### config.mk
export PLATFORM = sky130hd
export DESIGN_NAME = fht_but_feeder
export DESIGN_NICKNAME = d
export VERILOG_FILES = /design/src/rtl/fht_but_feeder.sv
export SDC_FILE = /design/constraint.sdc
export NUM_CORES = 1
export LEC_CHECK = 0
export ABC_AREA = 1
export BUFFER_PORTS_ARGS = -buffer_cell sky130_fd_sc_hd__buf_2
export CORE_MARGIN = 5
export CORE_UTILIZATION = 56
export CTS_CLUSTER_DIAMETER = 40
export DETAILED_ROUTE_END_ITERATION = 7
export GPL_ROUTABILITY_DRIVEN = 0
export GPL_TIMING_DRIVEN = 0
export PLACE_DENSITY = 0.79
export SETUP_SLACK_MARGIN = 0.4
export SYNTH_ARGS = -nofsm -noshare
export SYNTH_HDL_FRONTEND = slang
export SYNTH_SLANG_ARGS = --single-unit
### constraint.sdc
create_clock -name iCLK -period 3.42 [get_ports iCLK]
set_clock_uncertainty 0.2 [all_clocks]
set_input_delay 0.684 -clock iCLK [delete_from_list [all_inputs] [get_ports iCLK]]
set_output_delay 0.684 -clock iCLK [all_outputs]
set_load 0.1 [all_outputs]
### src/rtl/fht_but_feeder.sv
// fht_but_feeder: operand/twiddle sequencer for one radix-2 FHT stage over N = 2**LOG_N points.
// Per butterfly it issues x1/x2 read addresses, then x0 and sin/cos one cycle later, and
// returns the matching y0/y1 write-back addresses WB_DLY cycles after the x1/x2 issue.
// Data is ping-pong: reads from bank oBANK, writes to bank ~oBANK.
//
// Optional feature: define FHT_AUTO_STAGE_EN to run stages 0..LOG_N-1 from one iSTART
// (iSTAGE ignored, oBANK toggles per stage, single oDONE after the last stage).
//
// Ports:
//   iCLK, iRESET         clock, asynchronous active-high reset
//   iSTART, iSTAGE       start pulse (sampled in idle only) and stage index
//   oBUSY, oDONE         busy from accepted start through the oDONE cycle; done pulse
//   oBANK                read bank
//   oRD_EN, oRD_ADDR_1/2 x1/x2 read strobe and addresses
//   oRD_EN_0, oRD_ADDR_0 x0 read strobe and address, one cycle after x1/x2
//   oSIN, oCOS           signed twiddles, aligned with x0
//   oWR_EN, oWR_ADDR_0/1 write-back strobe and y0/y1 destinations
module fht_but_feeder #(
    parameter int unsigned LOG_N  = 4,
    parameter int unsigned W_BIT  = 16,
    parameter int unsigned WB_DLY = 3
) (
    input  logic                       iCLK,
    input  logic                       iRESET,
    input  logic                       iSTART,
    input  logic [$clog2(LOG_N)-1:0]   iSTAGE,
    output logic                       oBUSY,
    output logic                       oDONE,
    output logic                       oBANK,
    output logic                       oRD_EN,
    output logic [LOG_N-1:0]           oRD_ADDR_1,
    output logic [LOG_N-1:0]           oRD_ADDR_2,
    output logic                       oRD_EN_0,
    output logic [LOG_N-1:0]           oRD_ADDR_0,
    output logic signed [W_BIT-1:0]    oSIN,
    output logic signed [W_BIT-1:0]    oCOS,
    output logic                       oWR_EN,
    output logic [LOG_N-1:0]           oWR_ADDR_0,
    output logic [LOG_N-1:0]           oWR_ADDR_1
);

    localparam int unsigned SW   = $clog2(LOG_N);
    localparam int unsigned MW   = LOG_N - 1;          // butterfly counter / ROM index width
    localparam int unsigned Q    = 1 << (LOG_N - 2);   // N/4
    localparam int unsigned FW   = $clog2(WB_DLY + 1);
    localparam int          MaxW = 2 ** (W_BIT - 1) - 1;
    localparam real         Pi   = 3.14159265358979323846;

    typedef enum logic [1:0] {StIdle, StRun, StFlush} state_e;

    // Quarter-wave sine table; entries above N/4 are never addressed.
    logic signed [W_BIT-1:0] lut [2**MW];
    for (genvar m = 0; m < 2**MW; m++) begin : g_lut
        localparam real Ang = 2.0 * Pi * real'(m) / real'(2 ** LOG_N);
        localparam int  Val = $rtoi(real'(MaxW) * $sin(Ang) + 0.5);
        assign lut[m] = W_BIT'(Val);
    end

    state_e           state_q, state_d;
    logic [MW-1:0]    cnt_q, cnt_d;
    logic [SW-1:0]    stage_q, stage_d;
    logic [FW-1:0]    fl_q, fl_d;
    logic             bank_q, busy_q, done_q, done_d, issue;

`ifdef FHT_AUTO_STAGE_EN
    logic unused_stage;
    assign unused_stage = ^iSTAGE;
`endif

    always_comb begin
        state_d = state_q;
        cnt_d   = cnt_q;
        stage_d = stage_q;
        fl_d    = fl_q;
        done_d  = 1'b0;
        issue   = 1'b0;
        unique case (state_q)
            StIdle: begin
                if (iSTART) begin
                    cnt_d = '0;
                    fl_d  = '0;
`ifdef FHT_AUTO_STAGE_EN
                    stage_d = '0;
                    state_d = StRun;
`else
                    stage_d = iSTAGE;
                    if (32'(iSTAGE) < LOG_N) begin
                        state_d = StRun;
                    end else begin
                        // Out-of-range stage: no strobes, oDONE two cycles after start.
                        state_d = StFlush;
                        fl_d    = FW'(WB_DLY);
                    end
`endif
                end
            end
            StRun: begin
                issue = 1'b1;
                cnt_d = cnt_q + MW'(1);
                if (&cnt_q) begin
                    state_d = StFlush;
                    fl_d    = '0;
                end
            end
            StFlush: begin
                // Stay here through the oDONE cycle so a start there is ignored.
                if (done_q) begin
                    state_d = StIdle;
                end else if (fl_q == FW'(WB_DLY)) begin
`ifdef FHT_AUTO_STAGE_EN
                    if (32'(stage_q) < LOG_N - 1) begin
                        stage_d = stage_q + SW'(1);
                        cnt_d   = '0;
                        state_d = StRun;
                    end else begin
                        done_d = 1'b1;
                    end
`else
                    done_d = 1'b1;
`endif
                end else begin
                    fl_d = fl_q + FW'(1);
                end
            end
            default: state_d = StIdle;
        endcase
    end

    // Butterfly address and twiddle-index generation for the current cnt.
    logic [LOG_N-1:0] h, b, kw, x0, x1, x2;
    logic [MW-1:0]    k, j, sin_m, cos_m;
    logic             neg;

    always_comb begin
        h  = LOG_N'(1) << stage_q;
        k  = cnt_q & MW'(h - LOG_N'(1));
        kw = {1'b0, k};
        b  = ({1'b0, cnt_q} >> stage_q) << 1 << stage_q;
        x0 = b + kw;
        x1 = b + h + kw;
        x2 = b + h + ((h - kw) & (h - LOG_N'(1)));
        // j = k * N/2**(s+1); k < 2**s so j fits in MW bits.
        j  = k << (MW - 32'(stage_q));
        if (j <= MW'(Q)) begin
            sin_m = j;
            cos_m = MW'(Q) - j;
            neg   = 1'b0;
        end else begin
            sin_m = MW'(2 * Q) - j;   // N/2 - j, modulo 2**MW
            cos_m = j - MW'(Q);
            neg   = 1'b1;
        end
    end

    logic                    rd_en_q, rd_en0_q, neg_q;
    logic [LOG_N-1:0]        rd_a1_q, rd_a2_q, x0_q, rd_a0_q;
    logic [MW-1:0]           sin_m_q, cos_m_q;
    logic signed [W_BIT-1:0] sin_q, cos_q;
    logic [WB_DLY-1:0]       wr_v_q;
    logic [LOG_N-1:0]        wr_y0_q [WB_DLY];
    logic [LOG_N-1:0]        wr_y1_q [WB_DLY];

    always_ff @(posedge iCLK or posedge iRESET) begin
        if (iRESET) begin
            state_q  <= StIdle;
            cnt_q    <= '0;
            stage_q  <= '0;
            fl_q     <= '0;
            bank_q   <= 1'b0;
            busy_q   <= 1'b0;
            done_q   <= 1'b0;
            rd_en_q  <= 1'b0;
            rd_a1_q  <= '0;
            rd_a2_q  <= '0;
            x0_q     <= '0;
            sin_m_q  <= '0;
            cos_m_q  <= '0;
            neg_q    <= 1'b0;
            rd_en0_q <= 1'b0;
            rd_a0_q  <= '0;
            sin_q    <= '0;
            cos_q    <= '0;
            wr_v_q   <= '0;
            for (int i = 0; i < WB_DLY; i++) begin
                wr_y0_q[i] <= '0;
                wr_y1_q[i] <= '0;
            end
        end else begin
            state_q  <= state_d;
            cnt_q    <= cnt_d;
            stage_q  <= stage_d;
            fl_q     <= fl_d;
            bank_q   <= stage_d[0];
            busy_q   <= (state_d != StIdle);
            done_q   <= done_d;
            rd_en_q  <= issue;
            if (issue) begin
                rd_a1_q <= x1;
                rd_a2_q <= x2;
                x0_q    <= x0;
                sin_m_q <= sin_m;
                cos_m_q <= cos_m;
                neg_q   <= neg;
            end
            rd_en0_q <= rd_en_q;
            if (rd_en_q) begin
                rd_a0_q <= x0_q;
                sin_q   <= lut[sin_m_q];
                cos_q   <= neg_q ? -lut[cos_m_q] : lut[cos_m_q];
            end
            wr_v_q     <= {wr_v_q[WB_DLY-2:0], rd_en_q};
            wr_y0_q[0] <= x0_q;
            wr_y1_q[0] <= rd_a1_q;
            for (int i = 1; i < WB_DLY; i++) begin
                wr_y0_q[i] <= wr_y0_q[i-1];
                wr_y1_q[i] <= wr_y1_q[i-1];
            end
        end
    end

    assign oBUSY      = busy_q;
    assign oDONE      = done_q;
    assign oBANK      = bank_q;
    assign oRD_EN     = rd_en_q;
    assign oRD_ADDR_1 = rd_a1_q;
    assign oRD_ADDR_2 = rd_a2_q;
    assign oRD_EN_0   = rd_en0_q;
    assign oRD_ADDR_0 = rd_a0_q;
    assign oSIN       = sin_q;
    assign oCOS       = cos_q;
    assign oWR_EN     = wr_v_q[WB_DLY-1];
    assign oWR_ADDR_0 = wr_y0_q[WB_DLY-1];
    assign oWR_ADDR_1 = wr_y1_q[WB_DLY-1];

endmodule
# Yosys cells after proc, flatten, opt, wreduce, memory -nomap -nowiden
# Memory sizes are Yosys's and may differ from the RTL's. A register that Yosys moved wholly into a read port is not among the register bits.
# Index checks and enable logic that the tools add are counted.
[word_totals]
ff_bits = 79
n_memories = 2
mem_bits_rw = 0
output_inout_bits = 58
latch_bits = 0
rom_bits = 256
[mem_list]
columns = ["name", "words", "word_bits", "read_ports", "rd_clocked_by_memory_dff", "wr", "line_no", "rtl"]
rows = [
  ["(no name shown)", 8, 16, 1, 0, 0, "209", "cos_q <= neg_q ? -lut[cos_m_q] : lut[cos_m_q];"],
  ["(no name shown)", 8, 16, 1, 1, 0, "208", "sin_q <= lut[sin_m_q];"],
]
[op_classes]
add_sub_neg = 13
n_eq_ne = 7
n_mul = 0
bitwise = 4
reduce_logical = 8
n_div = 0
n_lt_le_gt_ge = 2
shifts = 4
muxes = 21
[ops]
columns = ["cell", "n"]
rows = [
  ["2-to-1 mux 16 bit", 3],
  ["<< shifter 3 x 32 -> 3 bit", 1],
  ["negation 16 bit", 1],
  ["2-to-1 mux 2 bit", 7],
  ["one-hot mux 2 bit (3 select lines)", 2],
  ["2-to-1 mux 3 bit", 3],
  ["adder 4 x 3 -> 4 bit", 2],
  ["adder 4 bit", 2],
  ["!= test 2 bit (second input constant)", 4],
  ["inverter 3 -> 4 bit", 2],
  ["one-hot mux 3 bit (2 select lines)", 1],
  ["2-to-1 mux 1 bit", 5],
  ["AND reduction 5 bit", 1],
  ["AND 4 bit", 1],
  ["equality test 2 bit (second input constant)", 2],
  [">= comparator 4 bit (second input constant)", 1],
  ["AND reduction 2 bit", 2],
  ["nonzero test 2 bit", 2],
  ["<< shifter 1 x 2 -> 4 bit (first input constant)", 1],
  ["<< shifter 4 x 2 -> 4 bit", 1],
  ["subtractor 4 x 1 -> 4 bit (second input constant)", 1],
  ["subtractor 4 x 3 -> 4 bit", 1],
  ["adder 3 x 1 -> 3 bit (second input constant)", 1],
  ["AND 3 bit", 1],
  ["other kinds (11)", 11],
]

# Logic depth before layout (Yosys ltp)
# Gate-level depths: netlist of the first run.
[depth]
depth_word = 6
ltp_mapped = 14
depth_no_buf = 14

# Least setup slack after synthesis of the first run
# Ideal clock, no wire load.
[synth_timing]
kind = "register to register"
startpoint = "register stage_q[0]"
endpoint = "register rd_a2_q[3], in the netlist oRD_ADDR_2[3]"
t_arrival_ps = 2696
slack_ps = 389
path_stages_with_launch = 11
setup_time_ps = 135
n_path_buf = 0
path_cell_list = "dfrtp_1 > inv_1 > nor2_1 > ha_1 > inv_1 > fa_1 > inv_1 > ha_1 > a21oi_1 > xor2_1 > o21ai_0"
[synth_between]
elab_chain_len = 6
word_cells_on_any_way = 9
cone_classes = "add/sub: 4; shift: 3; bitwise: 2"
[synth_lines]
columns = ["element", "line_no", "rtl"]
rows = [
  ["from (decl)", "61", "logic [SW-1:0] stage_q, stage_d;"],
  ["from (signal assigned)", "191", "stage_q <= stage_d;"],
  ["<< shifter 1 x 2 -> 4 bit", "135", "h = LOG_N'(1) << stage_q;"],
  ["subtractor 4 x 1 -> 4 bit", "141", "x2 = b + h + ((h - kw) & (h - LOG_N'(1)));"],
  ["AND 3 bit", "136", "k = cnt_q & MW'(h - LOG_N'(1));"],
  ["subtractor 4 x 3 -> 4 bit", "141", ""],
  ["AND 4 bit", "141", ""],
  ["adder 4 bit (*)", "141", ""],
  ["to (signal assigned)", "174", "rd_a2_q <= '0;"],
  ["to (signal assigned)", "199", "rd_a2_q <= x2;"],
  ["to (decl)", "156", "logic [LOG_N-1:0] rd_a1_q, rd_a2_q, x0_q, rd_a0_q;"],
]
# Every way passes the cells marked *; elsewhere a longest branch is shown, timed or not.
# A chain may end at the register's enable or synchronous reset.

# Worst setup path in the final report of the first run
[layout_timing]
startpoint = "register stage_q[1]"
endpoint = "register rd_a2_q[3], in the netlist oRD_ADDR_2[3]"
# The elaborated chain is that of the path after synthesis.

==> impl_metrics.ini, run 1 <==
[global_route]
grt_pass1_vias = 3025
antenna_found_initial = 0
gr-usage-all-layers_pct = 19.4
grt_start_max_net_pins = 35
gr-total-overflow = 0
grt_pass1_wl_um = 13700

[synth]
synth-seq-cells = 84
async_flop_share_pct = 100
synth_area_per_cell_um2 = 9.36
synth_top_family_by_area = simple AND/OR/NAND/NOR gates
synth_xor_area_share_pct = 1.76
synth-edff-count = 0
netlist_area_um2 = 3990
ys.flop_type = dfrtp_1
synthMuxAreaShare_pct = 0
synthDistinctLibCells = 34
seq_area_frac_synth_pct = 52.7
synth-simple-area-share_pct = 18.0
syn_inst = 426
synth_fa_ha_area_share_pct = 10.8
synth-compound-area-share_pct = 8.00
synth_warnings = 0

[layout]
nets = 539
nFillCells = 526
area_growth_pct = 17.5
regArea_um2 = 2100
layout-drive-gt1-share_pct = 21.9
multi_input_area_um2 = 1550
mostFrequentLayoutCell = nand2_1
antenna_cells = 0
final_cell_mix = nand2_1, dfrtp_1, buf_2, inv_1, ha_1

[cts]
root_buffer = clkbuf_8
ctsHtreeMaxLevel = 3
ctsResizeCount = 0
cts.hold.buffers_added = 0
clock_latency_ps = 350
cts_num_sinks = 84
post_cts_buffers = 0
cts_buffer_depth = 2
cts_tree = done
cts_buffers = 9
clkTransAtPathRegs_ps = 90

[critical_path]
crit_required_ps = 3440
worst_setup_path_start_kind = flop
critPathTopFamily = adder cells
slowest_stage = fa_1
crit_path_end_kind = flop
critPathKind = flop to flop
reg2reg_from = stage_q[1]
worst-path-buf-inv = 3
r2r-end = oRD_ADDR_2[3]
ff2ff_setup_slack_ps = 660
worstPathArrival_ps = 2780
r2r_cells = 11
worstPathMaxFanout = 6
crit_top_cell = inv_1
path_cells = inv_1 -> nand2_1 -> nor2_1 -> ha_1 -> inv_1 -> fa_1 -> inv_1 -> ha_1 -> a21oi_1 -> xor2_1 -> o21ai_0
crit_path_max_incr_delay_ps = 480

[status]
status = finished clean

[placed_design]
io_buffers = 61
dp_hpwl_um = 5870
dp_worst_setup_slack_ps = 681

[floorplanning]
die_w_um = 94.4
start_util_pct = 58.0
die_h_um = 94.4
dieArea_um2 = 8910
rows = 30
core_um2 = 6870
ioPinCount = 63

[timing]
setup_tns_ps = 0
hold_viol_final = 0
maxSlewViolCount = 0
worstMarginPinSlew_ps = 677
relSlewSlack_pct = 54.8
min_period_ps = 2760
max_freq_ghz = 0.362
setup_slack_ps = 658
finalSetupViolations = 0
period_share_pct = 80.7
rsz0062_at_grt = false

[route]
drt-total-wl_um = 7880
wl_per_cell_um = 13.1
route.met2.wl_um = 3800
drt_pass1_iterations = 4
vias = 2969
postRouteAntennaNets = 0
drc_errors = 0
initialDrtViolationCount = 192
top_layer = met4
met3WireLength_um = 501
viasPerCell = 4.92
drt-met1-wl_um = 3420

[min_path]
hold_path.class = flop to flop
worstHoldEndpoint = oWR_ADDR_0[2]
holdPathStages = 0
hold_start = wr_y0_q[6]

[job]
cap_violations = 0
==> per-layer routing <==
metal / vias to the layer above / track usage, %
met5: - / 0
met4: 0 / 8.66
met3: 16 / 3.51
met2: 92 / 31.7
met1: 1384 / 25.5
li1: 1477 / -
==> area by class of cell <==
| class | count | area share, % |
|---|---|---|
| clock buffers | 10 | 2.94 |
| clock inverters | 6 | 1.63 |
| flip-flops and latches | 84 | 44.9 |
| plain buffers | 28 | 3.77 |
| multi-input cells | 271 | 33.0 |
| repair buffers | 63 | 7.53 |
| inverters | 45 | 3.68 |
| well taps | 96 | 2.56 |
==> cells by family after synthesis <==
family          Yosys count
fa+ha+maj                32
buf+inv                  73
other cells               1
compound gates           57
flops                    84
xor+xnor                  8
simple gates            171
==> state kept, by name (all words and copies together) (netlist names), 3 cells and up <==
signal,cells
oRD_ADDR_2,3
sin_m_q,3
wr_y0_q,8
oWR_ADDR_1,4
oWR_ADDR_0,4
cnt_q,3
wr_y1_q,8
x0_q,4
oRD_ADDR_0,4
oRD_ADDR_1,4
wr_v_q,3
oCOS,16
oSIN,8
==> cells in the mapped netlist, types with 2 or more instances <==
| cell | instances | area, um^2 |
|---|---|---|
| xor2_1 | 3 | 26.3 |
| nor2_4 | 2 | 22.5 |
| o21ai_0 | 25 | 125 |
| nand4_1 | 2 | 12.5 |
| fa_1 | 4 | 80.1 |
| nand3_1 | 19 | 95.1 |
| o22ai_1 | 3 | 18.8 |
| ha_1 | 28 | 350 |
| nor2_1 | 26 | 97.6 |
| xnor2_1 | 5 | 43.8 |
| nand2_2 | 3 | 18.8 |
| o211ai_1 | 2 | 15.0 |
| o21ai_2 | 3 | 26.3 |
| nand2_1 | 114 | 428 |
| inv_1 | 43 | 161 |
| buf_4 | 17 | 128 |
| buf_1 | 3 | 11.3 |
| o21ai_1 | 3 | 15.0 |
| nand2_4 | 2 | 22.5 |
| a31oi_1 | 2 | 12.5 |
| dfrtp_1 | 84 | 2100 |
| clkbuf_1 | 7 | 26.3 |
| a21oi_1 | 15 | 75.1 |
==> worst register-to-register path: stages, from the launching register on <==
cell and delay, ps:
dfrtp_1 420, inv_1 160, nand2_1 110, nor2_1 180, ha_1 190, inv_1 50
fa_1 480, inv_1 70, ha_1 320, a21oi_1 180, xor2_1 160, o21ai_0 100
==> through the flow <==
stage               hold WS [ps]  cells  area [um^2]  utilization [%]
finish                       153    603         4690             68.2
global route                 157    603         4690             68.2
CTS                          156    603         4690             68.2
detailed placement           135    587         4470             65.1
global placement             132    585         4420             64.4
floorplan                    131    428         4000                -
==> worst max path at each step <==
stage          startpoint            end  slack (ps)  cells after the start
5_1_grt        stage_q[1]  oRD_ADDR_2[3]         450                     11
2_1_floorplan  stage_q[0]  oRD_ADDR_2[3]         700                     11
6_report       stage_q[1]  oRD_ADDR_2[3]         660                     11
3_3_place_gp   stage_q[1]  oRD_ADDR_2[3]         780                     11
4_1_cts        stage_q[1]  oRD_ADDR_2[3]         650                     11
3_5_place_dp   stage_q[1]  oRD_ADDR_2[3]         680                     11
Power of run 1 is not shown: default switching activity piles up to over one toggle a cycle in this logic, so the estimate is an artifact.
==> run 2, diff against run 1 <==
- ABC_AREA: 1 -> 0
- CORE_UTILIZATION: 56 -> 51
- PLACE_DENSITY: 0.79 -> 0.76
- clock period: 3.42 -> 2.4 ns (I/O delays scaled with it)
==> run 2 against run 1 <==
  * Sequential share of layout area shrank 6.3 points
  * Global-route usage shrank 1.2 points
  * Synthesized cell count shrank 13%
  * The flow now finishes with violations (setup timing)
  * Cell count shrank 2.8%
==> impl_metrics.ini, run 2 <==
[timing]
rsz0062_at_grt = true
max_freq_ghz = 0.394
worstMarginPinSlew_ps = 700
min_period_ps = 2540
relSlewSlack_pct = 53.4
finalSetupViolations = 4
maxSlewViolCount = 0
setup_slack_ps = -136
holdWs_ps = 154
period_share_pct = 106
hold_viol_final = 0

[synth]
synth_warnings = 0
synth.area.top_cells = dfrtp_1, ha_1, mux2_2
synth_largest_area_cell = dfrtp_1
synth_top_area_share_pct = 51.4
synth-seq-cells = 84
seq_area_frac_synth_pct = 51.4
netlist_area_um2 = 4090
synthDistinctLibCells = 49
async_flop_share_pct = 100
ys.flop_type = dfrtp_1
synth_most_common_cell = dfrtp_1
syn_inst = 369
synthTopCellsByCount = dfrtp_1, nand2_1, ha_1, nor2_1, inv_1
synth-edff-count = 0
synth_area_per_cell_um2 = 11.1

[route]
drt-met1-wl_um = 4000
initialDrtViolationCount = 111
top_layer = met4
viasPerCell = 5.25
drt-total-wl_um = 9070
drc_errors = 0
drt_pass1_iterations = 4
met3WireLength_um = 329
vias = 3075
postRouteAntennaNets = 0
wl_per_cell_um = 15.5
route.met2.wl_um = 4530

[layout]
nFillCells = 541
post-route-util_pct = 70.8
largest_register_ffs = 16
area_growth_pct = 34.6
final_cell_mix = dfrtp_1, buf_2, buf_4, nand2_1, nor2_1
mostFrequentLayoutCell = dfrtp_1
layout-drive-gt1-share_pct = 44.2
nets = 516
antenna_cells = 0

[status]
status = finished, violations left
violations = setup timing

[critical_path]
crit_path_max_incr_delay_ps = 490
path_cells = clkbuf_8 -> clkbuf_16 -> nor3b_4 -> ha_4 -> inv_2 -> fa_1 -> inv_2 -> ha_4 -> a21oi_4 -> xnor2_2 -> o21ai_1
crit_required_ps = 2430
r2r-end = oRD_ADDR_2[3]
worst-path-buf-inv = 4
worstPathMaxFanout = 7
critPathKind = flop to flop
slowest_stage = fa_1
reg2reg_from = stage_q[1]
crit_path_end_kind = flop
critPathTopFamily = adder cells
worstPathArrival_ps = 2570
ff2ff_setup_slack_ps = -140
r2r_cells = 11
worst_setup_path_start_kind = flop

[cts]
root_buffer = clkbuf_8
clock_latency_ps = 360
cts_num_sinks = 84
cts_buffers = 9
clkTransAtPathRegs_ps = 90
cts_tree = done
cts_buffer_depth = 2
ctsHtreeMaxLevel = 3

[placed_design]
io_buffers = 61
dp_worst_setup_slack_ps = -344
dp_hpwl_um = 5730

[min_path]
holdPathStages = 0
hold_path.class = flop to flop
hold_start = wr_y0_q[5]
worstHoldEndpoint = oWR_ADDR_0[1]

[floorplanning]
start_util_pct = 52.6
core_um2 = 7770
die_h_um = 99.5
dieArea_um2 = 9910
ioPinCount = 63
rows = 32
die_w_um = 99.5

[global_route]
gr-usage-all-layers_pct = 18.3
grt_start_max_net_pins = 39
antenna_found_initial = 0
gr-total-overflow = 0
grt_pass1_wl_um = 14600
grt_pass1_vias = 3092

[job]
cap_violations = 0
## run 2: cell count changes after synthesis, sizes merged, moves of 5 or more
cell and change:
inv -26, mux2i +7, a21o +5, clkbuf +6, nand3 -7, nand2b +8
nor2 -5, o21ai -14, nand2 -88, mux2 +15, nor2b +5
## run 2: layout make-up
type	count	area (um^2)	area share, %
sequential	84	2120	38.5
multi-input combinational	236	2060	37.4
timing repair buffer	97	656	11.9
buffer	33	243	4.41
tap	102	128	2.32
clock buffer	9	124	2.25
clock inverter	7	91.3	1.66
inverter	18	83.8	1.52
## run 2: kinds of logic (layout without fill, tap and decap cells)
logic type / Yosys count / count (layout) / share of synthesized area, %
and+or+nand+nor: 102 / 102 / 12.9
DFF: 84 / 84 / 51.4
other: 1 / 3 / 0.0917
adders and majority gates: 32 / 32 / 10.5
muxes: 22 / 22 / 5.84
xor gates and xnor gates: 10 / 10 / 2.14
buffers and inverters: 51 / 164 / 6.46
AOI/OAI and AO/OA: 67 / 67 / 10.6
## run 2: worst max path at each step
stage          slack, ps        from       endpoint  cells after the start
3_5_place_dp        -340  stage_q[1]  oRD_ADDR_2[3]                     11
2_1_floorplan       -260  stage_q[0]  oRD_ADDR_2[3]                     10
6_report            -140  stage_q[1]  oRD_ADDR_2[3]                     11
4_1_cts             -140  stage_q[1]  oRD_ADDR_2[3]                     11
5_1_grt             -240  stage_q[1]  oRD_ADDR_2[3]                     11
3_3_place_gp        -300  stage_q[1]  oRD_ADDR_2[3]                     11
## run 2: per-layer routing
metal | vias to the layer above | GRT usage [%]
met5 | - | 0
met4 | 0 | 5.46
met3 | 18 | 4.00
met2 | 73 | 30.8
met1 | 1525 | 23.6
li1 | 1459 | -
## run 2: metrics by stage
stage	instance area [um^2]	std cells	TNS, ps
after global placement	4710	534	-913
after detailed placement	4750	536	-1160
after global routing	5500	586	-750
final	5500	586	-414
after floorplan	4280	371	-752
after CTS	5290	576	-380
## run 2: what timing repair did
item,CTS,global route
setup buffers,23,10
pin swaps,21,24
hold buffers,1,0
hold endpoints to repair,15,0
gates resized for setup,41,32
setup endpoints to repair,24,33
Power of run 2 is left out for the same reason.
